[config.mk]
export PLATFORM = sky130hd
export DESIGN_NAME = z80_bus_master
export DESIGN_NICKNAME = d
export VERILOG_FILES = /design/src/rtl/z80_bus_pkg.sv /design/src/rtl/z80_bus_master.sv
export SDC_FILE = /design/constraint.sdc
export NUM_CORES = 1
export LEC_CHECK = 0
export CAP_MARGIN = 20
export CORE_MARGIN = 2
export CORE_UTILIZATION = 41
export CTS_CLUSTER_DIAMETER = 120
export DETAILED_ROUTE_END_ITERATION = 10
export HOLD_SLACK_MARGIN = 0.15
export PLACE_DENSITY = 0.8
export SLEW_MARGIN = 20
export SYNTH_ARGS = -nofsm -noshare
export SYNTH_HDL_FRONTEND = slang
export SYNTH_SLANG_ARGS = --single-unit
[constraint.sdc]
create_clock -name clkin -period 1.8 [get_ports clkin]
set_input_delay 0.18 -clock clkin [delete_from_list [all_inputs] [get_ports clkin]]
set_output_delay 0.18 -clock clkin [all_outputs]
set_load 0.01 [all_outputs]
[src/rtl/z80_bus_pkg.sv]
// Shared definitions for the Z80 bus master: command encoding, FSM states and
// strobe-length defaults.
package z80_bus_pkg;

   localparam logic [1:0] CMD_MEMRD = 2'd0;
   localparam logic [1:0] CMD_MEMWR = 2'd1;
   localparam logic [1:0] CMD_IORD  = 2'd2;
   localparam logic [1:0] CMD_IOWR  = 2'd3;

   localparam int MEM_STB_DEF = 4;
   localparam int IO_STB_DEF  = 6;

   // The strobe counter holds N-1 at most, so size it from the longer strobe.
   localparam int STB_MAX = (MEM_STB_DEF > IO_STB_DEF) ? MEM_STB_DEF : IO_STB_DEF;
   localparam int CNT_W   = $clog2(STB_MAX);

   typedef enum logic [1:0] {
      IDLE  = 2'd0,
      ADDR  = 2'd1,
      STRB  = 2'd2,
      RECOV = 2'd3
   } bus_state_t;

endpackage

[src/rtl/z80_bus_master.sv]
// Z80-style bus cycle generator: turns a req/cmd/addr transaction into
// MREQ/IORQ/RD/WR strobe sequences with WAIT stretching.
//
// state | meaning
// IDLE  | ready for a request; bus holds the previous address
// ADDR  | address and write data on the bus, strobes still high
// STRB  | strobes low; counts down N cycles then honours wait_n
// RECOV | strobes released, data bus still driven for writes
module z80_bus_master
   import z80_bus_pkg::*;
#(
   parameter int MEM_STB = MEM_STB_DEF,
   parameter int IO_STB  = IO_STB_DEF
)(
   input  logic        clkin,
   input  logic        coldres,
   input  logic        req,
   input  logic [1:0]  cmd,
   input  logic [15:0] addr,
   input  logic [7:0]  wdata,
   output logic        ready,
   output logic        done,
   output logic [7:0]  rdata,
   output logic [15:0] zaddr,
   output logic [7:0]  zdout,
   output logic        zdena,
   input  logic [7:0]  zdin,
   output logic        mreq_n,
   output logic        iorq_n,
   output logic        rd_n,
   output logic        wr_n,
   input  logic        wait_n
);

   localparam logic [CNT_W-1:0] MEM_LOAD = CNT_W'(MEM_STB - 1);
   localparam logic [CNT_W-1:0] IO_LOAD  = CNT_W'(IO_STB - 1);

   bus_state_t       state;
   bus_state_t       state_nxt;
   logic [1:0]       cmd_q;
   logic [CNT_W-1:0] cnt;
   logic [CNT_W-1:0] cnt_load;
   logic             strb_end;

   assign cnt_load = cmd_q[1] ? IO_LOAD : MEM_LOAD;
   assign strb_end = (cnt == '0) && wait_n;

   always_ff @(posedge clkin) begin
      if (coldres) begin
         state <= IDLE;
      end else begin
         state <= state_nxt;
      end
   end

   always_comb begin
      state_nxt = state;
      case (state)
         IDLE:    if (req) state_nxt = ADDR;
         ADDR:    state_nxt = STRB;
         STRB:    if (strb_end) state_nxt = RECOV;
         RECOV:   state_nxt = IDLE;
         default: state_nxt = IDLE;
      endcase
   end

   // Strobes decode straight from the state so they move on the same edge
   // as the state change; zdena spans ADDR..RECOV for writes.
   always_comb begin
      ready  = (state == IDLE);
      mreq_n = 1'b1;
      iorq_n = 1'b1;
      rd_n   = 1'b1;
      wr_n   = 1'b1;
      zdena  = cmd_q[0] && (state != IDLE);
      if (state == STRB) begin
         mreq_n = cmd_q[1];
         iorq_n = ~cmd_q[1];
         rd_n   = cmd_q[0];
         wr_n   = ~cmd_q[0];
      end
   end

   always_ff @(posedge clkin) begin
      if (coldres) begin
         cmd_q <= CMD_MEMRD;
         cnt   <= '0;
         zaddr <= 16'h0000;
         zdout <= 8'h00;
         rdata <= 8'h00;
         done  <= 1'b0;
      end else begin
         done <= (state == RECOV);
         case (state)
            IDLE: begin
               if (req) begin
                  cmd_q <= cmd;
                  zaddr <= addr;
                  zdout <= wdata;
               end
            end
            ADDR: cnt <= cnt_load;
            STRB: begin
               if (cnt != '0) begin
                  cnt <= cnt - 1'b1;
               end else if (wait_n && !cmd_q[0]) begin
                  rdata <= zdin;
               end
            end
            default: ;
         endcase
      end
   end

endmodule
==> run summary <==
Post-synth EDFFs -> 0
Hold WS -> 0.430 ns
Clock skew -> 0.00612 ns
Compound-cell area share of the yosys netlist -> 11.2%
Ys flop type -> dfxtp_1
Setup TNS -> 0 ns
Xor and xnor area share after synthesis -> 0%
Final worst path period need -> 1.69 ns
Simple-gate share of the synthesized area -> 23.2%
GR Util All Layers -> 17.4%
Die height -> 67.8 um
Final worst path period share -> 94.1%
Detailed placement HPWL -> 2.73 mm
Post-synthesis mux area share -> 6.90%
Clock latency on the worst-skew pair -> 0.29 ns
Antenna diodes -> 0
Synth unique cells -> 31
Worst EP required -> 1.62 ns
DRC Markers -> 0
Hold Crit Depth -> 3
Routed Antenna Nets -> 0
Slew headroom -> 67.3%
Drt first pass iters -> 4
CTS root buffer -> clkbuf_8
I/O pin count -> 77
Fmax -> 590 MHz
Worst hold path type -> primary input to flip-flop
Share of cells above drive strength 1 -> 9.59%
Initial antenna violation count -> 0
# setup viols final -> 0
Commonest cells in the netlist -> nand2_1, dfxtp_1, a21oi_1
Top post-synthesis cells by area -> dfxtp_1, nand2_1, a21oi_1, mux2i_1, ha_1
Worst slew pin tran -> 0.489 ns
Share of the synthesized area in the top cell type -> 48.0%
Syn Nets -> 235
Asr flop ratio synth -> 0%
Kind of critical path -> flip-flop to output port
Worst-path clk slew -> 0.08 ns
CTS tree -> done
First-pass GRT wire length -> 5.99 mm
Syn Std Cell Area -> 1670 um2
Starting Density -> 42.0%
Max clock buf depth -> 2
Final slew viol count -> 0
Synth Area in Adders -> 4.50%
H-tree levels -> 2
Core area -> 3970 um2
Syn avg cell area -> 8.73 um2
Post-Place Setup Slack -> 0.180 ns
Post-synthesis register bit count -> 40
Cell taking the most area after synthesis -> dfxtp_1
Drt first-iter violations -> 71
Pwr dens -> 1090 nW/um2
Peak supply drop -> 0.572 mV
Fin worst setup slack -> 0.106 ns
Startpoint types -> flip-flop
Die W -> 67.8 um
Largest fanout on the critical path -> 9
Routed via count -> 1496
Status -> completed
Final net count -> 314
IO buf count -> 76
Cell count after synthesis -> 191
DIE AREA -> 4590 um2
Vias/cell -> 4.66
Clock buffer count from CTS -> 5
Worst Path Arrival -> 1.51 ns
Largest net degree at the start of global routing -> 27
RSZ-0062 raised after global routing -> false
Synthesis-to-finish area growth -> 53.7%
Row cnt -> 23
Routability cong. -> 0.722
Largest family of logic cells by synthesized area -> simple AND/OR/NAND/NOR gates
Top-count cell post-synth -> nand2_1
YS warnings -> 0
Post-synthesis sequential area ratio -> 48.0%
Critical path capture point type -> output port
Hold Violations, Final -> 0
Post-CTS setup buffers -> 0
Avg WL per Cell -> 11.7 um
Pleak -> 0.986 nW
Max cap viols -> 0
Gr ovfl total -> 0
Filler cells -> 356
Hold_buf cts -> 0
Clk sinks -> 40
Routed wire length -> 3.76 mm
Worst Reg-to-Reg Cells -> 5
Vias in the first global route -> 1391
[cell type report]
type / count / area (um2) / share of cell area (%)
clock inverters: 2 / 10.0 / 0.390
inverters: 6 / 22.5 / 0.878
well taps: 50 / 62.6 / 2.44
repair buffers: 82 / 805 / 31.4
flip-flops and latches: 40 / 803 / 31.3
clock buffers: 6 / 82.6 / 3.22
multi-input cells: 135 / 778 / 30.4
[through the flow]
stage | instance area, um2 | cells | total power, mW | utilization (%)
after detailed placement | 2450 | 313 | 2.22 | 61.8
final | 2560 | 321 | 2.81 | 64.6
after global routing | 2560 | 321 | 2.99 | 64.6
after global placement | 2450 | 313 | 2.20 | 61.8
after floorplan | 1670 | 191 | 1.77 | -
after CTS | 2550 | 321 | 2.83 | 64.3
[report_power, final]
part / leakage (nW) / internal, mW / total, mW / switching [mW]
Sequential: 0.328 / 1.05 / 1.15 / 0.0939
Clock: 0.0510 / 0.305 / 0.597 / 0.291
Combinational: 0.607 / 0.562 / 1.06 / 0.501
[critical path: stages, from the launching register on]
cell             delay [ns]
dfxtp_2                0.35
inv_2                  0.06
ha_4                   0.19
nand2b_1               0.09
clkdlybuf4s50_1        0.53
[state kept, by name, indices dropped and copies added (netlist names)]
register and count:
cmd_q 2, cnt 3, zdout 8, rdata 8
state 2, done 1, zaddr 16
[metal layers]
metal | wire length, um | track usage (%)
met1 | 1630 | 20.2
met2 | 1810 | 29.2
met4 | 84 | 9.00
met5 | 0 | 0
met3 | 241 | 4.50
[logic make-up (layout without fill, tap and decap cells)]
kind of cell / after synthesis / in the layout
flip-flops: 40 / 40
AO/OA/AOI/OAI: 32 / 32
AND/OR/NAND/NOR: 86 / 86
adder cells (fa/ha/maj): 6 / 6
multiplexers: 11 / 11
buffers and inverters: 16 / 96
[worst paths after layout]
| check | startpoint | endpoint | slack, ns |
|---|---|---|---|
| max | state[0]$_SDFFE_PP0P_ | rd_n | 0.11 |
| min | wdata[1] | zdout[1]$_SDFFE_PP0P_ | 0.43 |
| max reg2reg | state[1]$_SDFFE_PP0P_ | zaddr[10]$_SDFFE_PP0P_ | 0.39 |
| min reg2reg | zdout[3]$_SDFFE_PP0P_ | zdout[3]$_SDFFE_PP0P_ | 0.46 |
[placed cells by master, fill, tap and decap left out, drive strengths merged, types with 3 or more instances in the layout]
master         netlist  layout
nand2b               3       3
dfxtp               40      40
nand2               74      74
ha                   6       6
inv                  6       6
a21oi               26      26
clkdlybuf4s50        0      75
mux2i               10      10
clkbuf               2       6
buf                  8       6
[timing repair]
item,4_1_cts,5_1_grt
setup endpoints to repair,5,4
gates resized for setup,5,2
pin swaps,0,0
hold endpoints to repair,0,0
(Power assumes the default switching activity.)
